### src/rtl/arm_pkg.sv
// Shared ARM-subset encodings: ALU commands, data-processing opcodes, instruction modes, condition codes.
package arm_pkg;

  localparam logic [3:0] EXE_NOP = 4'b0000;
  localparam logic [3:0] EXE_MOV = 4'b0001;
  localparam logic [3:0] EXE_ADD = 4'b0010;
  localparam logic [3:0] EXE_ADC = 4'b0011;
  localparam logic [3:0] EXE_SUB = 4'b0100;
  localparam logic [3:0] EXE_SBC = 4'b0101;
  localparam logic [3:0] EXE_AND = 4'b0110;
  localparam logic [3:0] EXE_ORR = 4'b0111;
  localparam logic [3:0] EXE_EOR = 4'b1000;
  localparam logic [3:0] EXE_MVN = 4'b1001;

  localparam logic [3:0] OP_MOV = 4'b1101;
  localparam logic [3:0] OP_MVN = 4'b1111;
  localparam logic [3:0] OP_ADD = 4'b0100;
  localparam logic [3:0] OP_ADC = 4'b0101;
  localparam logic [3:0] OP_SUB = 4'b0010;
  localparam logic [3:0] OP_SBC = 4'b0110;
  localparam logic [3:0] OP_AND = 4'b0000;
  localparam logic [3:0] OP_ORR = 4'b1100;
  localparam logic [3:0] OP_EOR = 4'b0001;
  localparam logic [3:0] OP_CMP = 4'b1010;
  localparam logic [3:0] OP_TST = 4'b1000;

  localparam logic [1:0] MODE_DP  = 2'b00;
  localparam logic [1:0] MODE_MEM = 2'b01;
  localparam logic [1:0] MODE_BR  = 2'b10;

  localparam logic [3:0] COND_EQ = 4'b0000;
  localparam logic [3:0] COND_NE = 4'b0001;
  localparam logic [3:0] COND_CS = 4'b0010;
  localparam logic [3:0] COND_CC = 4'b0011;
  localparam logic [3:0] COND_MI = 4'b0100;
  localparam logic [3:0] COND_PL = 4'b0101;
  localparam logic [3:0] COND_VS = 4'b0110;
  localparam logic [3:0] COND_VC = 4'b0111;
  localparam logic [3:0] COND_HI = 4'b1000;
  localparam logic [3:0] COND_LS = 4'b1001;
  localparam logic [3:0] COND_GE = 4'b1010;
  localparam logic [3:0] COND_LT = 4'b1011;
  localparam logic [3:0] COND_GT = 4'b1100;
  localparam logic [3:0] COND_LE = 4'b1101;
  localparam logic [3:0] COND_AL = 4'b1110;

  // status is {N,Z,C,V}; the reserved 1111 encoding never passes
  function automatic logic cond_pass(input logic [3:0] cond, input logic [3:0] status);
    logic n, z, c, v;
    {n, z, c, v} = status;
    case (cond)
      COND_EQ: cond_pass = z;
      COND_NE: cond_pass = !z;
      COND_CS: cond_pass = c;
      COND_CC: cond_pass = !c;
      COND_MI: cond_pass = n;
      COND_PL: cond_pass = !n;
      COND_VS: cond_pass = v;
      COND_VC: cond_pass = !v;
      COND_HI: cond_pass = c && !z;
      COND_LS: cond_pass = !c || z;
      COND_GE: cond_pass = (n == v);
      COND_LT: cond_pass = (n != v);
      COND_GT: cond_pass = !z && (n == v);
      COND_LE: cond_pass = z || (n != v);
      COND_AL: cond_pass = 1'b1;
      default: cond_pass = 1'b0;
    endcase
  endfunction

endpackage

### src/rtl/id_stage_if.sv
// Decode-stage bus: IF/ID inputs, writeback port and ID/EX / hazard-unit outputs.
interface id_stage_if #(parameter int DATA_W = 32);

  logic [31:0]       instruction;
  logic [31:0]       PC_in;
  logic [3:0]        status;
  logic              hazard;
  logic              WB_WB_EN;
  logic [3:0]        WB_Dest;
  logic [DATA_W-1:0] WB_Value;

  logic              WB_EN;
  logic              MEM_R_EN;
  logic              MEM_W_EN;
  logic              B;
  logic              S;
  logic              imm;
  logic [3:0]        EXE_CMD;
  logic [DATA_W-1:0] Val_Rn;
  logic [DATA_W-1:0] Val_Rm;
  logic [11:0]       shift_operand;
  logic [23:0]       signed_imm_24;
  logic [3:0]        Dest;
  logic [3:0]        src1;
  logic [3:0]        src2;
  logic              Two_src;
  logic [31:0]       PC_out;

  modport slave (
    input  instruction, PC_in, status, hazard, WB_WB_EN, WB_Dest, WB_Value,
    output WB_EN, MEM_R_EN, MEM_W_EN, B, S, imm, EXE_CMD, Val_Rn, Val_Rm,
           shift_operand, signed_imm_24, Dest, src1, src2, Two_src, PC_out
  );

  modport master (
    output instruction, PC_in, status, hazard, WB_WB_EN, WB_Dest, WB_Value,
    input  WB_EN, MEM_R_EN, MEM_W_EN, B, S, imm, EXE_CMD, Val_Rn, Val_Rm,
           shift_operand, signed_imm_24, Dest, src1, src2, Two_src, PC_out
  );

endinterface

### src/rtl/id_reg_file.sv
// Architectural registers R0..R14: one write port, two combinational read ports with same-cycle
// writeback bypass; index 15 reads the PC. Synchronous reset loads Ri = i.
module id_reg_file #(
  parameter int DATA_W   = 32,
  parameter int NUM_REGS = 15
) (
  input  logic              clk,
  input  logic              rst,
  input  logic [DATA_W-1:0] pc,
  input  logic              we,
  input  logic [3:0]        wa,
  input  logic [DATA_W-1:0] wd,
  input  logic [3:0]        ra1,
  input  logic [3:0]        ra2,
  output logic [DATA_W-1:0] rd1,
  output logic [DATA_W-1:0] rd2
);

  logic [DATA_W-1:0] regs [NUM_REGS];

  // wa == 15 matches no entry, so writes to the PC index drop out naturally
  always_ff @(posedge clk) begin
    for (int i = 0; i < NUM_REGS; i++) begin
      if (rst)
        regs[i] <= DATA_W'(i);
      else if (we && wa == 4'(i))
        regs[i] <= wd;
    end
  end

  function automatic logic [DATA_W-1:0] read_port(input logic [3:0] idx);
    logic [DATA_W-1:0] val;
    val = pc;
    for (int i = 0; i < NUM_REGS; i++)
      if (idx == 4'(i))
        val = (we && wa == idx) ? wd : regs[i];
    return val;
  endfunction

  always_comb begin
    rd1 = read_port(ra1);
    rd2 = read_port(ra2);
  end

endmodule

### src/rtl/id_stage.sv
// Instruction decode: register file, control decode, condition check against NZCV and bubble insertion.
// Fully combinational apart from the register file writeback.
module id_stage
  import arm_pkg::*;
#(
  parameter int DATA_W   = 32,
  parameter int NUM_REGS = 15
) (
  input  logic        clk,
  input  logic        rst,
  id_stage_if.slave   bus
);

  logic [3:0] cond, opcode, rn, rd, rm;
  logic [1:0] mode;
  logic       i_bit, sl_bit;
  logic       wb_en, mem_r_en, mem_w_en, br, s_flag, imm_flag;
  logic [3:0] exe_cmd;
  logic       kill;

  assign cond   = bus.instruction[31:28];
  assign mode   = bus.instruction[27:26];
  assign i_bit  = bus.instruction[25];
  assign opcode = bus.instruction[24:21];
  assign sl_bit = bus.instruction[20];
  assign rn     = bus.instruction[19:16];
  assign rd     = bus.instruction[15:12];
  assign rm     = bus.instruction[3:0];

  always_comb begin
    exe_cmd  = EXE_NOP;
    wb_en    = 1'b0;
    mem_r_en = 1'b0;
    mem_w_en = 1'b0;
    br       = 1'b0;
    s_flag   = 1'b0;
    imm_flag = 1'b0;
    case (mode)
      MODE_DP: begin
        imm_flag = i_bit;
        wb_en    = 1'b1;
        s_flag   = sl_bit;
        case (opcode)
          OP_MOV: exe_cmd = EXE_MOV;
          OP_MVN: exe_cmd = EXE_MVN;
          OP_ADD: exe_cmd = EXE_ADD;
          OP_ADC: exe_cmd = EXE_ADC;
          OP_SUB: exe_cmd = EXE_SUB;
          OP_SBC: exe_cmd = EXE_SBC;
          OP_AND: exe_cmd = EXE_AND;
          OP_ORR: exe_cmd = EXE_ORR;
          OP_EOR: exe_cmd = EXE_EOR;
          OP_CMP: begin exe_cmd = EXE_SUB; wb_en = 1'b0; s_flag = 1'b1; end
          OP_TST: begin exe_cmd = EXE_AND; wb_en = 1'b0; s_flag = 1'b1; end
          default: begin wb_en = 1'b0; s_flag = 1'b0; end
        endcase
      end
      MODE_MEM: begin
        exe_cmd  = EXE_ADD;
        imm_flag = i_bit;
        if (sl_bit) begin
          mem_r_en = 1'b1;
          wb_en    = 1'b1;
        end else begin
          mem_w_en = 1'b1;
        end
      end
      MODE_BR: br = 1'b1;
      default: ;
    endcase
  end

  // src2/Two_src use the ungated store decode: the hazard unit consumes them to produce
  // hazard, so gating them by hazard would form a combinational loop.
  assign bus.src1    = rn;
  assign bus.src2    = mem_w_en ? rd : rm;
  assign bus.Two_src = (mode == MODE_DP && !i_bit) || mem_w_en;

  id_reg_file #(.DATA_W(DATA_W), .NUM_REGS(NUM_REGS)) u_reg_file (
    .clk (clk),
    .rst (rst),
    .pc  (DATA_W'(bus.PC_in)),
    .we  (bus.WB_WB_EN),
    .wa  (bus.WB_Dest),
    .wd  (bus.WB_Value),
    .ra1 (bus.src1),
    .ra2 (bus.src2),
    .rd1 (bus.Val_Rn),
    .rd2 (bus.Val_Rm)
  );

  assign kill = rst || bus.hazard || !cond_pass(cond, bus.status);

  assign bus.WB_EN    = wb_en    && !kill;
  assign bus.MEM_R_EN = mem_r_en && !kill;
  assign bus.MEM_W_EN = mem_w_en && !kill;
  assign bus.B        = br       && !kill;
  assign bus.S        = s_flag   && !kill;
  assign bus.imm      = imm_flag;
  assign bus.EXE_CMD  = exe_cmd;

  assign bus.shift_operand = bus.instruction[11:0];
  assign bus.signed_imm_24 = bus.instruction[23:0];
  assign bus.Dest          = rd;
  assign bus.PC_out        = bus.PC_in;

endmodule
### src/flat_wrapper.sv
// flat-port wrapper written by rule: the top's interface ports become plain ports
module id_stage_flat import arm_pkg::*;
#(
  parameter int DATA_W   = 32,
  parameter int NUM_REGS = 15
)
  (clk, rst, bus_instruction, bus_PC_in, bus_status, bus_hazard, bus_WB_WB_EN, bus_WB_Dest, bus_WB_Value, bus_WB_EN, bus_MEM_R_EN, bus_MEM_W_EN, bus_B, bus_S, bus_imm, bus_EXE_CMD, bus_Val_Rn, bus_Val_Rm, bus_shift_operand, bus_signed_imm_24, bus_Dest, bus_src1, bus_src2, bus_Two_src, bus_PC_out);
  id_stage_if #(.DATA_W(DATA_W)) bus_i ();
  input  logic clk;
  input  logic rst;
  input wire logic [$bits(bus_i.instruction)-1:0] bus_instruction;
  input wire logic [$bits(bus_i.PC_in)-1:0] bus_PC_in;
  input wire logic [$bits(bus_i.status)-1:0] bus_status;
  input wire logic [$bits(bus_i.hazard)-1:0] bus_hazard;
  input wire logic [$bits(bus_i.WB_WB_EN)-1:0] bus_WB_WB_EN;
  input wire logic [$bits(bus_i.WB_Dest)-1:0] bus_WB_Dest;
  input wire logic [$bits(bus_i.WB_Value)-1:0] bus_WB_Value;
  output wire logic [$bits(bus_i.WB_EN)-1:0] bus_WB_EN;
  output wire logic [$bits(bus_i.MEM_R_EN)-1:0] bus_MEM_R_EN;
  output wire logic [$bits(bus_i.MEM_W_EN)-1:0] bus_MEM_W_EN;
  output wire logic [$bits(bus_i.B)-1:0] bus_B;
  output wire logic [$bits(bus_i.S)-1:0] bus_S;
  output wire logic [$bits(bus_i.imm)-1:0] bus_imm;
  output wire logic [$bits(bus_i.EXE_CMD)-1:0] bus_EXE_CMD;
  output wire logic [$bits(bus_i.Val_Rn)-1:0] bus_Val_Rn;
  output wire logic [$bits(bus_i.Val_Rm)-1:0] bus_Val_Rm;
  output wire logic [$bits(bus_i.shift_operand)-1:0] bus_shift_operand;
  output wire logic [$bits(bus_i.signed_imm_24)-1:0] bus_signed_imm_24;
  output wire logic [$bits(bus_i.Dest)-1:0] bus_Dest;
  output wire logic [$bits(bus_i.src1)-1:0] bus_src1;
  output wire logic [$bits(bus_i.src2)-1:0] bus_src2;
  output wire logic [$bits(bus_i.Two_src)-1:0] bus_Two_src;
  output wire logic [$bits(bus_i.PC_out)-1:0] bus_PC_out;
  assign bus_i.instruction = bus_instruction;
  assign bus_i.PC_in = bus_PC_in;
  assign bus_i.status = bus_status;
  assign bus_i.hazard = bus_hazard;
  assign bus_i.WB_WB_EN = bus_WB_WB_EN;
  assign bus_i.WB_Dest = bus_WB_Dest;
  assign bus_i.WB_Value = bus_WB_Value;
  assign bus_WB_EN = bus_i.WB_EN;
  assign bus_MEM_R_EN = bus_i.MEM_R_EN;
  assign bus_MEM_W_EN = bus_i.MEM_W_EN;
  assign bus_B = bus_i.B;
  assign bus_S = bus_i.S;
  assign bus_imm = bus_i.imm;
  assign bus_EXE_CMD = bus_i.EXE_CMD;
  assign bus_Val_Rn = bus_i.Val_Rn;
  assign bus_Val_Rm = bus_i.Val_Rm;
  assign bus_shift_operand = bus_i.shift_operand;
  assign bus_signed_imm_24 = bus_i.signed_imm_24;
  assign bus_Dest = bus_i.Dest;
  assign bus_src1 = bus_i.src1;
  assign bus_src2 = bus_i.src2;
  assign bus_Two_src = bus_i.Two_src;
  assign bus_PC_out = bus_i.PC_out;
  id_stage #(.DATA_W(DATA_W), .NUM_REGS(NUM_REGS)) u_core (.clk(clk), .rst(rst), .bus(bus_i));
endmodule
### config.mk
export PLATFORM = sky130hd
export DESIGN_NAME = id_stage_flat
export DESIGN_NICKNAME = d
export VERILOG_FILES = /design/src/rtl/arm_pkg.sv /design/src/rtl/id_stage_if.sv /design/src/rtl/id_reg_file.sv /design/src/rtl/id_stage.sv /design/src/flat_wrapper.sv
export SDC_FILE = /design/constraint.sdc
export NUM_CORES = 2
export LEC_CHECK = 0
export ABC_CLOCK_PERIOD_IN_PS = 5900
export BUFFER_PORTS_ARGS = -buffer_cell sky130_fd_sc_hd__buf_2
export CORE_UTILIZATION = 40
export CTS_CLUSTER_SIZE = 14
export DETAILED_ROUTE_END_ITERATION = 10
export SYNTH_ARGS = -nofsm -noshare
export SYNTH_HDL_FRONTEND = slang
export SYNTH_SLANG_ARGS = --single-unit
### constraint.sdc
create_clock -name clk -period 5.9 [get_ports clk]
set_input_delay 1.18 -clock clk [delete_from_list [all_inputs] [get_ports clk]]
set_output_delay 1.18 -clock clk [all_outputs]
set_load 0.02 [all_outputs]
* Word-level counts from Yosys, hierarchy flattened
Memories as Yosys holds them, arrays and structs flattened. Cells that the tools add are included.
Cells by class: reduce and logical (&&, ||, !) cells 48, muxes and demuxes 136, bitwise operators 15, equal/unequal tests 72
Operator list (number):
- $mux W32 | 75
- $eq A4 B4 Y1 const B | 33
- $eq A4 B3 Y1 const B | 19
- $mux W1 | 55
- $eq A4 B2 Y1 const B | 9
- $pmux W4 S9 | 1
- $logic_and A1 B1 Y1 | 25
- $eq A4 B1 Y1 const B | 5
- $logic_not A4 Y1 | 5
- $or A1 B1 Y1 | 15
- $pmux W1 S15 | 1
- $reduce_or A9 Y1 | 1
- $eq A4 B4 Y1 | 2
- $pmux W4 S2 | 1
- $reduce_or A2 Y1 | 4
- $logic_not A1 Y1 | 7
- $logic_or A1 B1 Y1 | 5
- $mux W4 | 1
- $pmux W1 S2 | 2
- $eq A2 B1 Y1 const B | 1
- $eq A2 B2 Y1 const B | 1
- $logic_not A2 Y1 | 1
- $eq A1 B1 Y1 | 1
- $ne A1 B1 Y1 | 1
Word-level totals: memory bits (writable) 480, register bits 0, memories 1, word-level logic and storage cells 272
Memories:
- u_core.u_reg_file.regs | depth 15, width 32, read ports 15, clocked after memory_dff 0, wr ports 15, RTL line id_reg_file.sv:19 | logic [DATA_W-1:0] regs [NUM_REGS];

* Logic depth before layout (Yosys ltp)
depth after elaboration 21, depth in mapped cells 14

* Hierarchy
Synthesis repeated with hierarchy kept, for this count alone.
Unflattened totals: cells, all modules 3958, area, all modules 35197.5 µm²
By module, submodules not included:
- id_reg_file | cells each 3812, area an instance 34177.8 µm², times used 1
- id_stage | cells each 146, area an instance 1019.7 µm², times used 1

* Worst setup path before layout
Ideal clock, no wire load.
path type input to output, start point in bus_instruction[27], end point out bus_Val_Rm[11], required time 4.720 ns, slack 0.657 ns, stages 14, arrival time 4.063 ns, path through buf_6 or3b_1 buf_6 mux2i_1 a22o_1 buf_4 buf_6 buf_6 buf_2 o31ai_1 o221ai_1 a2111oi_1 o221ai_1 a21oi_1
On the way: cells in the longest elaborated chain, start to end 21, elaborated cells between the ends (all ways) 50
Ends and longest elaborated chain:
- from (decl) | RTL line flat_wrapper.sv:11 | input wire logic [$bits(bus_i.instruction)-1:0] bus_instruction;
- $eq A2 B1 Y1 (*) | RTL line id_stage.sv:38 | case (mode)
- $mux W1 (*) | RTL line id_stage.sv:38
- $mux W4 (*) | RTL line id_stage.sv:76 | assign bus.src2 = mem_w_en ? rd : rm;
- $eq A4 B4 Y1 | RTL line id_reg_file.sv:36 | val = (we && wa == idx) ? wd : regs[i];
- $logic_and A1 B1 Y1 | RTL line id_reg_file.sv:36
- $mux W32 | RTL line id_reg_file.sv:36
- $mux W32 (14 in series) | RTL line id_reg_file.sv:35 | if (idx == 4'(i))
- $mux W32 (*) | RTL line id_reg_file.sv:35
- to (decl) | RTL line flat_wrapper.sv:26 | output wire logic [$bits(bus_i.Val_Rm)-1:0] bus_Val_Rm;
Mark *: on every way between the ends. The rest lies on a longest branch, timed or not.

* Worst setup path in the final report
start point in bus_instruction[16], end point out bus_Val_Rn[27]
On the way: cells in the longest elaborated chain, start to end 18, elaborated cells between the ends (all ways) 47
Ends and longest elaborated chain:
- $eq A4 B4 Y1 | RTL line id_reg_file.sv:36
- $logic_and A1 B1 Y1 | RTL line id_reg_file.sv:36
- $mux W32 | RTL line id_reg_file.sv:36
- $mux W32 (14 in series) | RTL line id_reg_file.sv:35
- $mux W32 (*) | RTL line id_reg_file.sv:35
- to (decl) | RTL line flat_wrapper.sv:25 | output wire logic [$bits(bus_i.Val_Rn)-1:0] bus_Val_Rn;
Marks and branches as above.

==> qor.tcl <==
set qor(post_dp_cell_area_um2) 37700
set qor(synth_seq_area_share_pct) 42.6
set qor(path_class) {input pin to primary output}
set qor(synth-main-ff-cell) {sky130_fd_sc_hd__edfxtp_1}
set qor(cts_tree) {done}
set qor(wl_per_cell_um) 34.5
set qor(synth-warning-count) 0
set qor(fp.dieW_um) 293
set qor(place.detailed.instances) 5083
set qor(cts_sinks) 480
set qor(area_delta_synth_final_pct) 17.5
set qor(placeableCoreArea_um2) 83700
set qor(setup_repair_after_global_routing_missed_its_margin) {false}
set qor(setup.worst_path.end_class) {primary output}
set qor(fp.dieH_um) 293
set qor(synth-edff-count) 480
set qor(worstHoldPathType) {input pin to flop}
set qor(cell_count_after_synthesis) 3842
set qor(timing_hold_violations_final) 0
set qor(route.final.wire_length_mm) 179
set qor(dr.pass1.iters) 6
set qor(max_clock_freq_ghz) 0.170
set qor(finish.cell_count_without_fillers) 5193
set qor(critical_path_peak_fanout) 19
set qor(worst-endpoint-arrival_ps) 4710
set qor(mappedNetlistNets) 3950
set qor(floorplan.io_pins) 263
set qor(timing.critical_path.from_type) {input pin}
set qor(drv_cap) 0
set qor(first_pass_grt_wire_length_mm) 250
set qor(starting_density_pct) 40.4
set qor(layout_top_registers) {u_core.u_reg_file.regs (480)}
set qor(max-vdd-ir-drop_mv) 0.206
set qor(n_fill_cell) 8074
set qor(share_of_flip_flops_with_an_asynchronous_set_or_reset_pct) 0
set qor(grt_start_max_net_pins) 87
set qor(cts_root_buf) {sky130_fd_sc_hd__clkbuf_16}
set qor(cell_area_power_density_nw_per_um2) 257
set qor(synthesis.area_um2) 33800
set qor(final.min_clock_period_ps) 5890
set qor(row_count) 106
set qor(finalNetCount) 4118
set qor(regMostFlops) {u_core.u_reg_file.regs}
set qor(timing_max_transition_violations_final) 0
set qor(cts-buffers-inserted) 56
set qor(setup_viol) 0
set qor(path_clk_slew_ps) 60
set qor(detail_route.vias_per_cell) 7.00
set qor(crit_required_ps) 4720
set qor(run_status) {completed}
set qor(final_cycle_utilization_of_the_critical_path_pct) 99.8
set qor(grt_pass1_vias) 32200
set qor(ys_ff_latch) 480
set qor(dr_total_vias) 36300
set qor(slew_headroom_pct) 14.2
set qor(detail_route.drc_violations) 0
set qor(layout.cell_area.non_filler_um2) 39700
set qor(floorplan.die_area_um2) 85700
set qor(yosys.cell_types.count) 95
set qor(multi_input_area_um2) 17300
set qor(top_library_cells_by_usage_in_the_layout_fill_and_taps_aside) {sky130_fd_sc_hd__edfxtp_1 (480), sky130_fd_sc_hd__a21oi_1 (413), sky130_fd_sc_hd__buf_4 (356)}
set qor(p_leak_nw) 14.2
set qor(grt_remaining_overflow) 0
set qor(drt-initial-drc-count) 6696
set qor(tightest_slew_ps) 1280
set qor(gpl.final_weighted_congestion) 1.05
set qor(antenna_left) 0
set qor(mean_instance_size_in_the_synthesized_netlist_um2) 8.80
set qor(max_ffs_per_register) 480
set qor(clock_tree.htree_level_count) 2
set qor(finalSetupTns_ps) 0
set qor(ff_latch_area_um2) 14400
set qor(dpl_wire_length_mm) 131
set qor(grt_antenna_before_repair) 4
set qor(drive_above_1_share_pct) 20.1
set qor(port_buffers) 238
set qor(cts.path.max_buffers) 3
set qor(globalRouteTotalUtil_pct) 40.3
set qor(mostFrequentLayoutCell) {sky130_fd_sc_hd__edfxtp_1}
## final cells by class
type                            instances  share of cell area (%)
Multi-Input combinational cell       2813                    43.7
Sequential cell                       480                    36.3
Timing Repair Buffer                  626                    11.3
Clock buffer                           65                    3.67
Tap cell                             1134                    3.57
Clock inverter                         39                    1.15
Inverter                               33                   0.312
Antenna cell                            3                  0.0189
## synth_stat cells (all sizes together) (20+ instances only)
cell / instances / share of area, %
edfxtp: 480 / 43
a21oi: 413 / 6.1
clkbuf: 339 / 3.8
nor3: 287 / 4.3
o21ai: 284 / 4.2
nand2: 277 / 3.1
and2: 228 / 4.2
nor2: 215 / 2.4
buf: 177 / 3.3
o22ai: 154 / 2.9
nor4: 81 / 1.6
o221ai: 73 / 1.9
mux2i: 70 / 2.1
nand3: 67 / 1.0
a211oi: 65 / 1.4
o31ai: 54 / 1.3
a31oi: 38 / 0.70
a221oi: 36 / 0.93
o211ai: 35 / 0.78
o21a: 32 / 0.71
a22oi: 29 / 0.66
or3: 26 / 0.48
o311ai: 21 / 0.54
inv: 20 / 0.22
o311a: 20 / 0.59
## critical path, stage by stage
cell                       delay, ps
sky130_fd_sc_hd__buf_2           370
sky130_fd_sc_hd__xor2_1          260
sky130_fd_sc_hd__nor3_2           90
sky130_fd_sc_hd__buf_12          160
sky130_fd_sc_hd__nand2_4         150
sky130_fd_sc_hd__buf_4           320
sky130_fd_sc_hd__nor2_1          100
sky130_fd_sc_hd__o21ai_0         450
sky130_fd_sc_hd__o311ai_0        460
sky130_fd_sc_hd__a221oi_1        700
sky130_fd_sc_hd__o31a_1          270
sky130_fd_sc_hd__buf_2           180
## per-layer routing
metal,vias up,share of wire [%],track usage (%)
met5,-,0.013,0
met4,4,3.9,13.4
met3,423,16,13.6
met2,3270,39,53.6
met1,17600,41,59.9
li1,15100,-,-
## path summary, 6_finish.rpt
check                                                    endpoint  cells past startpoint           startpoint  slack, ps
worst min-delay path  u_core.u_reg_file.regs[0][90]$_SDFFCE_PN0P_                      2     bus_WB_Value[26]       1010
worst max-delay path                               bus_Val_Rn[27]                     12  bus_instruction[16]         10
## power breakdown
| group | switching [W] | internal (W) |
|---|---|---|
| clock | 0.00158 | 0.00216 |
| sequential | 0.000180 | 0.00397 |
| combinational | 0.00161 | 0.000726 |
| total | 0.00337 | 0.00685 |
## kinds of logic (layout without fill, tap and decap cells)
logic type / Yosys count / in the layout / synth area share [%]
mux: 90 / 90 / 2.94
simple gates: 1269 / 1269 / 19.0
flops: 480 / 480 / 42.6
buf+inv: 549 / 763 / 7.45
compound gates: 1443 / 1443 / 27.7
other cells: 0 / 3 / 0
xor+xnor: 11 / 11 / 0.285
## timing repair
action	in CTS	in global routing
buffers inserted	1	2
cloned	0	0
hold buffers	0	0
setup endpoints to repair	6	20
gates resized for setup	7	7
pin swaps	1	0
## through the flow
stage	hold slack, ps	total power (W)	utilization, %	setup slack [ps]
floorplan	1510	0.00533	-	657
global placement	1620	0.00641	45.1	-374
detailed placement	1640	0.00640	45.1	-269
CTS	965	0.0101	47.4	1.27
global route	994	0.0104	47.5	20.7
finish	1010	0.0102	47.5	12.9
Power figures use the tool's default switching activity.
